### config.mk
export PLATFORM = sky130hd
export DESIGN_NAME = fighter_ctrl_flat
export DESIGN_NICKNAME = d
export VERILOG_FILES = /design/src/rtl/fighter_pkg.sv /design/src/rtl/fighter_ctrl_if.sv /design/src/rtl/fighter_ctrl_tick_counter.sv /design/src/rtl/fighter_ctrl.sv /design/src/flat_wrapper.sv
export SDC_FILE = /design/constraint.sdc
export NUM_CORES = 1
export LEC_CHECK = 0
export CAP_MARGIN = 40
export CORE_MARGIN = 2
export CORE_UTILIZATION = 55
export DETAILED_ROUTE_END_ITERATION = 7
export DONT_BUFFER_PORTS = 1
export MAX_ROUTING_LAYER = met4
export PLACE_DENSITY = 0.72
export SETUP_SLACK_MARGIN = 0.1
export SLEW_MARGIN = 20
export SYNTH_ARGS = -nofsm -noshare
export SYNTH_HDL_FRONTEND = slang
export SYNTH_SLANG_ARGS = --single-unit
### constraint.sdc
create_clock -name clk -period 2.75 [get_ports clk]
set_clock_uncertainty 0.05 [all_clocks]
set_input_delay 0.275 -clock clk [delete_from_list [all_inputs] [get_ports clk]]
set_output_delay 0.275 -clock clk [all_outputs]
set_load 0.01 [all_outputs]
### src/rtl/fighter_pkg.sv
// fighter_pkg
//   Shared constants for the per-player action controller: the one-hot
//   action codes used for sprite selection, facing encodings, the width of
//   the action bus and a helper that classifies states as "busy".
package fighter_pkg;

  localparam int ACTION_W = 9;
  localparam int STATE_W  = 8;

  // One-hot action codes; bit position is the sprite index.
  localparam logic [STATE_W-1:0] ST_WALK   = 8'b0000_0001;
  localparam logic [STATE_W-1:0] ST_CROUCH = 8'b0000_0010;
  localparam logic [STATE_W-1:0] ST_SHIELD = 8'b0000_0100;
  localparam logic [STATE_W-1:0] ST_JUMP   = 8'b0000_1000;
  localparam logic [STATE_W-1:0] ST_PUNCH  = 8'b0001_0000;
  localparam logic [STATE_W-1:0] ST_STAND  = 8'b0010_0000;
  localparam logic [STATE_W-1:0] ST_HURT   = 8'b0100_0000;
  localparam logic [STATE_W-1:0] ST_KO     = 8'b1000_0000;

  localparam logic FACE_RIGHT = 1'b0;
  localparam logic FACE_LEFT  = 1'b1;

  // States during which the fighter cannot accept a new idle command.
  function automatic logic is_busy(input logic [STATE_W-1:0] st);
    return (st & (ST_JUMP | ST_PUNCH | ST_HURT | ST_KO)) != '0;
  endfunction

endpackage

### src/rtl/fighter_ctrl_if.sv
// fighter_ctrl_if
//   Bundles the controller's game-facing signals.
//   master : the debouncer/game side (drives buttons and events, reads requests)
//   slave  : the fighter controller
//   Inputs to controller : player_id, left/right/up/down/attack/shield_btn,
//                          hit_in (pulse), health_zero (level)
//   Outputs of controller: attack_request, jump_request (pulses),
//                          left_request, right_request (levels),
//                          action {facing, one-hot state}, busy
interface fighter_ctrl_if;
  import fighter_pkg::*;

  logic                player_id;
  logic                left_btn;
  logic                right_btn;
  logic                up_btn;
  logic                down_btn;
  logic                attack_btn;
  logic                shield_btn;
  logic                hit_in;
  logic                health_zero;
  logic                attack_request;
  logic                jump_request;
  logic                left_request;
  logic                right_request;
  logic [ACTION_W-1:0] action;
  logic                busy;

  modport master (
    output player_id, left_btn, right_btn, up_btn, down_btn,
           attack_btn, shield_btn, hit_in, health_zero,
    input  attack_request, jump_request, left_request, right_request,
           action, busy
  );

  modport slave (
    input  player_id, left_btn, right_btn, up_btn, down_btn,
           attack_btn, shield_btn, hit_in, health_zero,
    output attack_request, jump_request, left_request, right_request,
           action, busy
  );

endinterface

### src/rtl/fighter_ctrl_tick_counter.sv
// tick_counter
//   Loadable down-counter that stops at zero (never wraps).
//   clk, reset  : clock, synchronous active-low reset (clears count)
//   load_i      : load load_val_i this cycle (takes priority over counting)
//   load_val_i  : value to load
//   cnt_o       : current count
//   zero_o      : count is zero
module tick_counter #(
  parameter int CNT_W = 24
) (
  input  logic             clk,
  input  logic             reset,
  input  logic             load_i,
  input  logic [CNT_W-1:0] load_val_i,
  output logic [CNT_W-1:0] cnt_o,
  output logic             zero_o
);

  localparam logic [CNT_W-1:0] ONE = {{(CNT_W-1){1'b0}}, 1'b1};

  logic [CNT_W-1:0] cnt_q, cnt_d;

  always_comb begin
    cnt_d = cnt_q;
    if (load_i)
      cnt_d = load_val_i;
    else if (cnt_q != '0)
      cnt_d = cnt_q - ONE;
  end

  always_ff @(posedge clk) begin
    if (!reset)
      cnt_q <= '0;
    else
      cnt_q <= cnt_d;
  end

  assign cnt_o  = cnt_q;
  assign zero_o = (cnt_q == '0);

endmodule

### src/rtl/fighter_ctrl.sv
// fighter_ctrl
//   Per-player action controller. Turns debounced button levels and game
//   hit/KO events into a one-hot action state plus movement/attack requests.
//   Ports:
//     clk    : system clock
//     reset  : synchronous, active-low reset
//     bus    : fighter_ctrl_if.slave (buttons, hit_in, health_zero in;
//              attack/jump pulses, left/right levels, action, busy out)
//   All outputs are registered and line up with the state they describe.
module fighter_ctrl
  import fighter_pkg::*;
#(
  parameter int             CNT_W          = 24,
  parameter logic [CNT_W-1:0] JUMP_TICKS     = 24'd5000000,
  parameter logic [CNT_W-1:0] PUNCH_TICKS    = 24'd1250000,
  parameter logic [CNT_W-1:0] COOLDOWN_TICKS = 24'd2500000,
  parameter logic [CNT_W-1:0] HITSTUN_TICKS  = 24'd2000000,
  parameter bit               BUFFER_EN      = 1'b1
) (
  input  logic           clk,
  input  logic           reset,
  fighter_ctrl_if.slave  bus
);

  localparam logic [CNT_W-1:0] ONE        = {{(CNT_W-1){1'b0}}, 1'b1};
  localparam logic [CNT_W-1:0] JUMP_LOAD  = JUMP_TICKS - ONE;
  localparam logic [CNT_W-1:0] PUNCH_LOAD = PUNCH_TICKS - ONE;
  localparam logic [CNT_W-1:0] CD_LOAD    = COOLDOWN_TICKS - ONE;
  localparam logic [CNT_W-1:0] HIT_LOAD   = HITSTUN_TICKS - ONE;
  localparam logic [CNT_W-1:0] JUMP_HALF  = JUMP_TICKS >> 1;

  logic [STATE_W-1:0] state_q, state_d;
  logic               facing_q, facing_d;
  logic               buf_q, buf_d;
  logic               att_prev_q;
  logic               attack_req_q, attack_req_d;
  logic               jump_req_q, jump_req_d;
  logic               left_req_q, left_req_d;
  logic               right_req_q, right_req_d;
  logic               busy_q, busy_d;

  logic               dur_load;
  logic [CNT_W-1:0]   dur_val;
  logic [CNT_W-1:0]   dur_cnt;
  logic               dur_zero;
  logic               cd_load;
  logic [CNT_W-1:0]   cd_cnt_unused;  // cooldown is only consulted as a zero flag
  logic               cd_zero;

  logic               attack_rise;
  logic               freeze_face;
  logic               moving;

  tick_counter #(.CNT_W(CNT_W)) u_dur_cnt (
    .clk        (clk),
    .reset      (reset),
    .load_i     (dur_load),
    .load_val_i (dur_val),
    .cnt_o      (dur_cnt),
    .zero_o     (dur_zero)
  );

  tick_counter #(.CNT_W(CNT_W)) u_cd_cnt (
    .clk        (clk),
    .reset      (reset),
    .load_i     (cd_load),
    .load_val_i (CD_LOAD),
    .cnt_o      (cd_cnt_unused),
    .zero_o     (cd_zero)
  );

  // Only a fresh press may launch a punch from idle; a held button never
  // re-triggers even after the cooldown expires.
  assign attack_rise = bus.attack_btn & ~att_prev_q;

  always_comb begin
    state_d  = state_q;
    buf_d    = buf_q;
    dur_load = 1'b0;
    dur_val  = JUMP_LOAD;
    cd_load  = 1'b0;

    if (state_q == ST_KO) begin
      state_d = ST_KO;
    end else if (bus.health_zero) begin
      state_d = ST_KO;
      buf_d   = 1'b0;
    end else if (bus.hit_in && (state_q != ST_SHIELD)) begin
      // Also reloads hitstun when already hurt.
      state_d  = ST_HURT;
      dur_load = 1'b1;
      dur_val  = HIT_LOAD;
      buf_d    = 1'b0;
    end else begin
      case (state_q)
        ST_HURT, ST_PUNCH: begin
          if (dur_zero)
            state_d = ST_STAND;
        end
        ST_JUMP: begin
          if (dur_zero) begin
            buf_d = 1'b0;
            if (BUFFER_EN && buf_q && cd_zero) begin
              state_d  = ST_PUNCH;
              dur_load = 1'b1;
              dur_val  = PUNCH_LOAD;
              cd_load  = 1'b1;
            end else begin
              state_d = ST_STAND;
            end
          end else if (BUFFER_EN && bus.attack_btn && (dur_cnt < JUMP_HALF)) begin
            buf_d = 1'b1;
          end
        end
        // Idle states; any corrupted code also lands here and recovers.
        default: begin
          if (bus.down_btn) begin
            state_d = ST_CROUCH;
          end else if (bus.left_btn || bus.right_btn) begin
            state_d = ST_WALK;
          end else if (bus.shield_btn) begin
            state_d = ST_SHIELD;
          end else if (bus.up_btn) begin
            state_d  = ST_JUMP;
            dur_load = 1'b1;
            dur_val  = JUMP_LOAD;
          end else if (attack_rise && cd_zero) begin
            state_d  = ST_PUNCH;
            dur_load = 1'b1;
            dur_val  = PUNCH_LOAD;
            cd_load  = 1'b1;
          end else begin
            state_d = ST_STAND;
          end
        end
      endcase
    end
  end

  // Facing holds for the whole hitstun/KO, including the entry and exit edges.
  assign freeze_face = (state_q == ST_HURT) || (state_q == ST_KO) ||
                       (state_d == ST_HURT) || (state_d == ST_KO);
  assign moving      = (state_d == ST_WALK) || (state_d == ST_JUMP);

  always_comb begin
    facing_d = facing_q;
    if (!freeze_face) begin
      if (bus.right_btn)
        facing_d = FACE_RIGHT;
      else if (bus.left_btn)
        facing_d = FACE_LEFT;
    end
    right_req_d  = moving & bus.right_btn;
    left_req_d   = moving & bus.left_btn & ~bus.right_btn;
    jump_req_d   = (state_d == ST_JUMP)  && (state_q != ST_JUMP);
    attack_req_d = (state_d == ST_PUNCH) && (state_q != ST_PUNCH);
    busy_d       = is_busy(state_d);
  end

  always_ff @(posedge clk) begin
    if (!reset) begin
      state_q      <= ST_STAND;
      facing_q     <= bus.player_id;
      buf_q        <= 1'b0;
      att_prev_q   <= 1'b0;
      attack_req_q <= 1'b0;
      jump_req_q   <= 1'b0;
      left_req_q   <= 1'b0;
      right_req_q  <= 1'b0;
      busy_q       <= 1'b0;
    end else begin
      state_q      <= state_d;
      facing_q     <= facing_d;
      buf_q        <= buf_d;
      att_prev_q   <= bus.attack_btn;
      attack_req_q <= attack_req_d;
      jump_req_q   <= jump_req_d;
      left_req_q   <= left_req_d;
      right_req_q  <= right_req_d;
      busy_q       <= busy_d;
    end
  end

  assign bus.action         = {facing_q, state_q};
  assign bus.attack_request = attack_req_q;
  assign bus.jump_request   = jump_req_q;
  assign bus.left_request   = left_req_q;
  assign bus.right_request  = right_req_q;
  assign bus.busy           = busy_q;

endmodule

### src/flat_wrapper.sv
// flat-port wrapper written by rule: the top's interface ports become plain ports
module fighter_ctrl_flat import fighter_pkg::*;
#(
  parameter int             CNT_W          = 24,
  parameter logic [CNT_W-1:0] JUMP_TICKS     = 24'd5000000,
  parameter logic [CNT_W-1:0] PUNCH_TICKS    = 24'd1250000,
  parameter logic [CNT_W-1:0] COOLDOWN_TICKS = 24'd2500000,
  parameter logic [CNT_W-1:0] HITSTUN_TICKS  = 24'd2000000,
  parameter bit               BUFFER_EN      = 1'b1
)
  (clk, reset, bus_player_id, bus_left_btn, bus_right_btn, bus_up_btn, bus_down_btn, bus_attack_btn, bus_shield_btn, bus_hit_in, bus_health_zero, bus_attack_request, bus_jump_request, bus_left_request, bus_right_request, bus_action, bus_busy);
  fighter_ctrl_if bus_i ();
  input  logic clk;
  input  logic reset;
  input wire logic [$bits(bus_i.player_id)-1:0] bus_player_id;
  input wire logic [$bits(bus_i.left_btn)-1:0] bus_left_btn;
  input wire logic [$bits(bus_i.right_btn)-1:0] bus_right_btn;
  input wire logic [$bits(bus_i.up_btn)-1:0] bus_up_btn;
  input wire logic [$bits(bus_i.down_btn)-1:0] bus_down_btn;
  input wire logic [$bits(bus_i.attack_btn)-1:0] bus_attack_btn;
  input wire logic [$bits(bus_i.shield_btn)-1:0] bus_shield_btn;
  input wire logic [$bits(bus_i.hit_in)-1:0] bus_hit_in;
  input wire logic [$bits(bus_i.health_zero)-1:0] bus_health_zero;
  output wire logic [$bits(bus_i.attack_request)-1:0] bus_attack_request;
  output wire logic [$bits(bus_i.jump_request)-1:0] bus_jump_request;
  output wire logic [$bits(bus_i.left_request)-1:0] bus_left_request;
  output wire logic [$bits(bus_i.right_request)-1:0] bus_right_request;
  output wire logic [$bits(bus_i.action)-1:0] bus_action;
  output wire logic [$bits(bus_i.busy)-1:0] bus_busy;
  assign bus_i.player_id = bus_player_id;
  assign bus_i.left_btn = bus_left_btn;
  assign bus_i.right_btn = bus_right_btn;
  assign bus_i.up_btn = bus_up_btn;
  assign bus_i.down_btn = bus_down_btn;
  assign bus_i.attack_btn = bus_attack_btn;
  assign bus_i.shield_btn = bus_shield_btn;
  assign bus_i.hit_in = bus_hit_in;
  assign bus_i.health_zero = bus_health_zero;
  assign bus_attack_request = bus_i.attack_request;
  assign bus_jump_request = bus_i.jump_request;
  assign bus_left_request = bus_i.left_request;
  assign bus_right_request = bus_i.right_request;
  assign bus_action = bus_i.action;
  assign bus_busy = bus_i.busy;
  fighter_ctrl #(.CNT_W(CNT_W), .JUMP_TICKS(JUMP_TICKS), .PUNCH_TICKS(PUNCH_TICKS), .COOLDOWN_TICKS(COOLDOWN_TICKS), .HITSTUN_TICKS(HITSTUN_TICKS), .BUFFER_EN(BUFFER_EN)) u_core (.clk(clk), .reset(reset), .bus(bus_i));
endmodule
==> results of run 1 <==
## power by group
| group | internal [mW] | total (mW) | leakage, nW | switching, mW |
|---|---|---|---|---|
| Sequential | 1.16 | 1.39 | 0.526 | 0.227 |
| Clock | 0.517 | 0.858 | 0.113 | 0.342 |
| Combinational | 0.796 | 1.56 | 0.817 | 0.759 |
## worst reg2reg max path, delay by kind of cell, from the launching register on
family / cells / cell delay (ns)
compound gates: 1 / 0.31
buf+inv: 1 / 0.16
flops: 1 / 0.32
simple gates: 6 / 1.65
## layer usage
layer | track usage | share of wire | vias to the layer above
li1 | - | - | 1365
met1 | 0.308 | 0.44 | 1298
met2 | 0.421 | 0.50 | 72
met3 | 0.0573 | 0.049 | 11
met4 | 0.0949 | 0.014 | 0
met5 | - | 0 | -
## cells in the mapped netlist, types with 3 or more instances
master	instances
nand4_1	4
nand2_1	24
clkbuf_1	4
nor2b_1	3
nor3b_1	3
or4_1	4
or4_4	5
dfxtp_1	63
ha_1	3
or3_1	5
a21oi_1	29
nor2_1	47
o21ai_0	17
inv_1	7
and3_1	4
nor3_1	19
nand2_2	7
xnor2_1	24
nand3_1	8
buf_6	3
xor2_1	18
and2_1	3
nor4_1	13
or3_2	3
a21oi_2	5
## cell type report
cell class	count	area share
clock buffers	14	0.0498
clock inverters	2	0.00955
inverters	8	0.00819
multi-input cells	283	0.491
flip-flops and latches	64	0.352
well taps	72	0.0246
repair buffers	28	0.0648
## path summary, 6_finish.rpt
path,end,startpoint,slack [ns],cells after the start
worst max register to register,u_core.u_dur_cnt.cnt_o[23],u_core.u_cd_cnt.cnt_o[16],0.16,8
worst min-delay path,u_core.att_prev_q,reset,0.008,1
worst min register to register,u_core.u_cd_cnt.cnt_o[15],u_core.u_cd_cnt.cnt_o[15],0.42,2
worst max-delay path,u_core.u_dur_cnt.cnt_o[23],u_core.u_cd_cnt.cnt_o[16],0.16,8
## stage by stage
step	instance area, µm²	worst slack [ns]	utilization
after floorplan	3250	0.110	-
after global placement	3350	0.188	0.597
after detailed placement	3350	0.113	0.597
after CTS	3640	0.125	0.649
after global routing	3670	0.0900	0.654
final	3670	0.162	0.654
## registers in the layout, indices dropped and copies added (netlist names)
| register | count |
|---|---|
| u_core.att_prev_q | 1 |
| u_core.u_cd_cnt.cnt_o | 24 |
| u_core.u_dur_cnt.cnt_o | 24 |
| u_core.state_q | 8 |
| u_core.bus.busy | 1 |
| u_core.bus.right_request | 1 |
| u_core.bus.attack_request | 1 |
| u_core.facing_q | 1 |
| u_core.bus.left_request | 1 |
| u_core.bus.jump_request | 1 |
| u_core.buf_q | 1 |
## repair_timing
item	in CTS	in global routing
pin swaps	0	3
gates resized for setup	0	3
endpoints found under the hold margin	7	0
buffers inserted	2	2
endpoints found under the setup margin	4	18
hold buffers	6	0
## cells by family after synthesis
logic type / after synthesis / share of synthesized area
AO/OA/AOI/OAI: 68 / 0.132
XOR/XNOR: 42 / 0.114
adder cells (fa/ha/maj): 3 / 0.0116
buffers and inverters: 24 / 0.0514
flip-flops: 64 / 0.399
multiplexers: 2 / 0.00658
AND/OR/NAND/NOR: 168 / 0.285
==> metrics, run 1 <==
Placer Congestion=0.912; DRC viols=0; commonest non-fill, non-tap cell in the layout=dfxtp_1; num rows=27; Peak Freq=386 MHz; Sequential cell area=1290 µm²; Detailed Place HPWL=5150 µm; sequential area share after synthesis=0.399; final number of setup-violating endpoints=0; DR vias/cell=5.83; Synth area leader=dfxtp_1; layout cells sized above 1=0.190; final setup TNS=0 ns; Worst Path Required=2.93 ns; Post-Place Cells=445; initial DRC count=175; Mapped Cells=371; Root Buffer=clkbuf_8; Worst-path clk slew=0.07 ns; fin crit share=0.941; share of the synthesized area in the top cell type=0.390; Final #Nets=408; commonest cells after routing, fill and taps aside=dfxtp_1 (62), nor2_1 (47), a21oi_1 (29); die outline height=80.7 µm; Placeable Area=5610 µm²; max_cap viols=0; PD cells=1040 nW/µm²; crit-path leading delay family=simple AND/OR/NAND/NOR gates; clock buffer depth=2; total track usage=0.256; syn nets=385; initial core utilization=0.577; Cell variety after synth=59; most common flop cell mapped by yosys=dfxtp_1; CP arrival=2.76 ns; Die Wd=80.7 µm; Routed Antenna Nets=0; synthesis-stage register bit count=64; Hold WC Path Type=input pin to flop; Post-synth EDFFs=1; full die area=6510 µm²; Max-slew headroom=0.681; FILL cells=494; clock sinks=64; final hold violations=0; Ports=25; CP bufs+invs=1; Post-synth ARST share=0; hold_ws=0.00798 ns; status=completed; via count=2,746; final cell count without fillers=471; Synth area leaders=dfxtp_1 (39%), xnor2_1 (6.5%), nor2_1 (5.5%); Syn Area/Cell=8.72 µm²; critical-path cell list=or4_4 -> or4_4 -> nand2b_4 -> a2111o_1 -> and2_1 -> buf_12 -> nand2_1 -> nor2_1; Final min period=2.59 ns; initial antenna violation count=0; Worst-Skew Late Latency=0.34 ns; P&R area growth vs syn=13.4%; pin count of the biggest net entering global routing=21; Syn Std Cell Area=3230 µm²; CTS tree=yes; Multi-input gate area=1800 µm²; total power=3.80 mW; WL per Instance=16.0 µm; startpoint types=flop; Total Routed Length=7520 µm; worst-path fanout max=14; CTS Buf Count=9; leakage=1.46 nW; critical path's largest stage delay=0.57 ns; Tightest Pin Transition=0.473 ns; RSZ-0062 raised after global routing=true; Worst IR Drop VDD=0.000616 V; first-pass GRT wire length=12,400 µm; Crit Path Category=flop to flop; crit end category=flop; Port Buffers=0; pins over their slew limit=0; vias in the first global route=2,655; cell mode on critical path=or4_4; grt total ovfl=0; TritonRoute pass-1 iters=4; Antenna diodes=0; Synthesis Warnings=0; critical path's slowest cell=or4_4; # H-tree levels=3
No activity file was read; power rests on OpenSTA's default activity.
==> run 2: changes to the inputs <==
CORE_MARGIN = 4   (was 2)
==> metrics, run 2 (synthesized netlist as in run 1, its figures left out) <==
status=completed; Routed Antenna Nets=0; pre-CTS WS=0.0963 ns; clock buffer depth=2; Final #Nets=413; Sequential cell area=1300 µm²; r2r setup slk=0.20 ns; setup ws final=0.196 ns; Port Buffers=0; P&R area growth vs syn=14.6%; first-pass GRT wire length=12,500 µm; critical path's slowest cell=or4_4; WL per Instance=15.8 µm; DRC viols=0; startpoint types=flop; DR vias/cell=5.76; leakage=1.47 nW; FILL cells=489; final number of setup-violating endpoints=0; sw power=1.39 mW; P_int=2.47 mW; full die area=7170 µm²; Worst IR Drop VDD=0.000665 V; Critical R2R Launch=u_core.u_cd_cnt.cnt_o[18]; initial antenna violation count=0; vias in the first global route=2,730; critical-path cell list=or4_4 -> or4_4 -> nand2b_4 -> a2111o_1 -> and2_4 -> buf_6 -> nand3_1 -> a21oi_1; reg2reg end=u_core.u_dur_cnt.cnt_o[12]; Antenna diodes=0; clock sinks=64; grt total ovfl=0; # H-tree levels=3; total track usage=0.223; Worst path depth=8; final cell count without fillers=476; Crit Path Category=flop to flop; initial core utilization=0.577; Tightest Pin Transition=0.560 ns; die outline height=84.7 µm; Total Routed Length=7520 µm; max_cap viols=0; critical path's largest stage delay=0.56 ns; Root Buffer=clkbuf_8; RSZ-0062 raised after global routing=false; crit path to=u_core.u_dur_cnt.cnt_o[12]; fin crit share=0.929; final hold violations=0; Ports=25; Comb power frac=0.424; Placeable Area=5610 µm²; layout cells sized above 1=0.215; Peak Freq=391 MHz; Worst-path clk slew=0.08 ns; WHS Path Cells=1; Final min period=2.55 ns; PD cells=1040 nW/µm²; CTS Buf Count=9; Final Util=0.661; Critical path origin=u_core.u_cd_cnt.cnt_o[18]; CTS tree=yes; Detailed Place HPWL=5200 µm; final setup TNS=0 ns; TritonRoute pass-1 iters=5; crit-path leading delay family=simple AND/OR/NAND/NOR gates; commonest non-fill, non-tap cell in the layout=dfxtp_1; CP arrival=2.72 ns; Worst Path Required=2.92 ns; clock network power share=0.214; cell mode on critical path=or4_4; Multi-input gate area=1820 µm²; via count=2,742; Worst-Skew Late Latency=0.35 ns; Max-slew headroom=0.623; Placer Congestion=0.847; Post-Place Cells=447; worst-path fanout max=7; initial DRC count=158; Die Wd=84.7 µm; FF-to-FF path depth=8; Sw Share=0.360; pins over their slew limit=0; Flop pwr share=0.361; num rows=27; Hold WC Path Type=input pin to flop; commonest cells after routing, fill and taps aside=dfxtp_1 (59), nor2_1 (47), a21oi_1 (29); pin count of the biggest net entering global routing=26; CP bufs+invs=1; crit end category=flop
-- run 2: changes by cell type in the layout (fill, tap and decap cells not counted), sizes merged --
cell,change
buf,+5
clkinv,+3
clkinvlp,+1
clkbuf,-4
-- run 2: stage by stage --
step	cell area [µm²]	hold WS [ns]	total power, mW
floorplan	3250	0.301	2.60
global placement	3350	0.303	2.80
detailed placement	3350	0.303	2.85
CTS	3650	0.0000335	3.76
global route	3710	0.00801	4.15
finish	3710	0.00879	3.86
-- run 2: per-layer routing --
layer	up-vias	global-route usage	part of all wire
met2	61	0.357	0.49
met1	1293	0.267	0.44
li1	1377	-	-
met3	11	0.0599	0.055
met4	0	0.0878	0.014
met5	-	-	0
-- run 2: worst min path at each step --
| stage | start | end | slack, ns |
|---|---|---|---|
| 6_report | reset | u_core.att_prev_q | 0.009 |
| 5_1_grt | reset | u_core.buf_q | 0.008 |
| 4_1_cts | reset | u_core.att_prev_q | 0.00003 |
| 3_5_place_dp | bus_right_btn | u_core.bus.left_request | 0.30 |
| 3_3_place_gp | bus_right_btn | u_core.bus.left_request | 0.30 |
| 2_1_floorplan | bus_right_btn | u_core.bus.left_request | 0.30 |
-- run 2: power groups by stage --
stage / clock network [mW] / logic, mW / registers, mW
2_1_floorplan: 0 / 1.25 / 1.35
3_3_place_gp: 0 / 1.41 / 1.39
3_5_place_dp: 0 / 1.44 / 1.40
4_1_cts: 0.837 / 1.54 / 1.38
5_1_grt: 0.882 / 1.84 / 1.42
6_report: 0.827 / 1.64 / 1.40
-- run 2: area by class of cell --
| class | count | share of cell area |
|---|---|---|
| clock inverters | 6 | 0.0186 |
| well taps | 72 | 0.0243 |
| inverters | 8 | 0.00810 |
| multi-input cells | 283 | 0.490 |
| clock buffers | 10 | 0.0371 |
| flip-flops and latches | 64 | 0.350 |
| repair buffers | 33 | 0.0719 |
-- run 2: timing repair --
item	4_1_cts	5_1_grt
pin swaps	0	3
hold endpoints to repair	7	0
setup endpoints to repair	3	21
hold buffers	6	0
buffers inserted	4	3
resized for setup	0	11
==> run 3: changes to the inputs <==
GPL_TIMING_DRIVEN = 0   (was unset)
RECOVER_POWER = 100   (was unset)
==> metrics, run 3 (synthesized netlist as in run 1, its figures left out) <==
status=completed; P&R area growth vs syn=18.0%; via count=2,788; Detailed Place HPWL=5080 µm; clock buffer depth=2; Final #Nets=414; Root Buffer=clkbuf_8; Final Util=0.681; hold_ws=0.0110 ns; Max-slew headroom=0.598; commonest non-fill, non-tap cell in the layout=dfxtp_1; Antenna diodes=0; WHS Path Cells=1; final number of setup-violating endpoints=0; post-route cell area=3820 µm²; Worst-path clk slew=0.07 ns; die outline height=84.7 µm; first-pass GRT wire length=12,400 µm; CTS Buf Count=9; CP bufs+invs=3; Worst Path Required=2.90 ns; layout cells sized above 1=0.222; initial core utilization=0.577; crit-path leading delay family=simple AND/OR/NAND/NOR gates; final cell count without fillers=477; commonest cells after routing, fill and taps aside=dfxtp_1 (59), nor2_1 (47), a21oi_1 (25); DRC viols=0; PD cells=1080 nW/µm²; worst-path fanout max=10; CP arrival=2.89 ns; critical path's largest stage delay=0.56 ns; pin count of the biggest net entering global routing=12; final setup TNS=0 ns; clock sinks=64; initial antenna violation count=0; leakage=1.51 nW; Routed Antenna Nets=0; critical path's slowest cell=or4_4; Peak Freq=365 MHz; TritonRoute pass-1 iters=5; pre-CTS WS=-0.256 ns; RSZ-0062 raised after global routing=true; pins over their slew limit=0; Crit Path Category=flop to flop; crit end category=flop; DR vias/cell=5.84; CTS tree=yes; total power=4.13 mW; fin crit share=0.996; Die Wd=84.7 µm; grt total ovfl=0; Worst-Skew Late Latency=0.34 ns; WL per Instance=16.2 µm; startpoint types=flop; Ports=25; Port Buffers=0; Worst path depth=10; max_cap viols=0; Placeable Area=5610 µm²; critical-path cell list=or4_4 -> or4_4 -> nand2b_4 -> buf_6 -> a2111o_1 -> and2_4 -> buf_6 -> buf_12 -> nand2_2 -> a21oi_1; full die area=7170 µm²; FF-to-FF path depth=10; Worst IR Drop VDD=0.000816 V; num rows=27; setup ws final=0.00991 ns; Area after DPL=3340 µm²; Hold WC Path Type=input pin to flop; Tightest Pin Transition=0.597 ns; initial DRC count=200; vias in the first global route=2,569; final hold violations=0; # H-tree levels=3; total track usage=0.221; Placer Congestion=0.824; Total Routed Length=7750 µm; Post-Place Cells=444; Final min period=2.74 ns
run 3: cell count changes in the layout (fill, tap and decap cells not counted), sizes merged:
cell         change
buf              -7
bufinv           +2
clkbuf          +10
clkinv           -2
clkinvlp         -1
dlygate4sd3      -1
run 3: metal layers:
layer,share of wire,GRT usage,vias up
met5,0,-,-
met2,0.46,0.348,81
met1,0.45,0.278,1312
met4,0.024,0.0705,0
met3,0.059,0.0540,19
li1,-,-,1376
run 3: where the power goes:
part	internal [mW]	switching (mW)
Clock	0.679	0.364
Sequential	1.17	0.235
Combinational	0.887	0.795
run 3: path summary, 6_finish.rpt:
| path | from | end | slack, ns |
|---|---|---|---|
| setup / recovery | u_core.u_cd_cnt.cnt_o[18] | u_core.u_dur_cnt.cnt_o[16] | 0.01 |
| hold / removal | bus_attack_btn | u_core.att_prev_q | 0.01 |
| setup reg to reg | u_core.u_cd_cnt.cnt_o[18] | u_core.u_dur_cnt.cnt_o[16] | 0.01 |
| hold reg to reg | u_core.u_cd_cnt.cnt_o[15] | u_core.u_cd_cnt.cnt_o[15] | 0.42 |
run 3: timing repair:
item,CTS,global route
gates resized for setup,9,13
hold buffers,4,0
buffers inserted,7,7
endpoints found under the setup margin,44,52
pin swaps,2,3
hold endpoints to repair,5,0
run 3: cell type report:
class / count / area [µm²]
inverter: 8 / 30.0
timing repair buffer: 19 / 149
clock inverter: 5 / 100
sequential: 64 / 1300
tap: 72 / 90.1
buffer: 15 / 131
clock buffer: 11 / 163
fill: 462 / 1790
multi-input combinational: 283 / 1860
run 3: worst reg2reg max path, stage by stage (launching register included):
cell and delay, ns:
dfxtp_2 0.33, or4_4 0.54, or4_4 0.56, nand2b_4 0.16, buf_6 0.13, a2111o_1 0.31
and2_4 0.15, buf_6 0.13, buf_12 0.15, nand2_2 0.05, a21oi_1 0.06
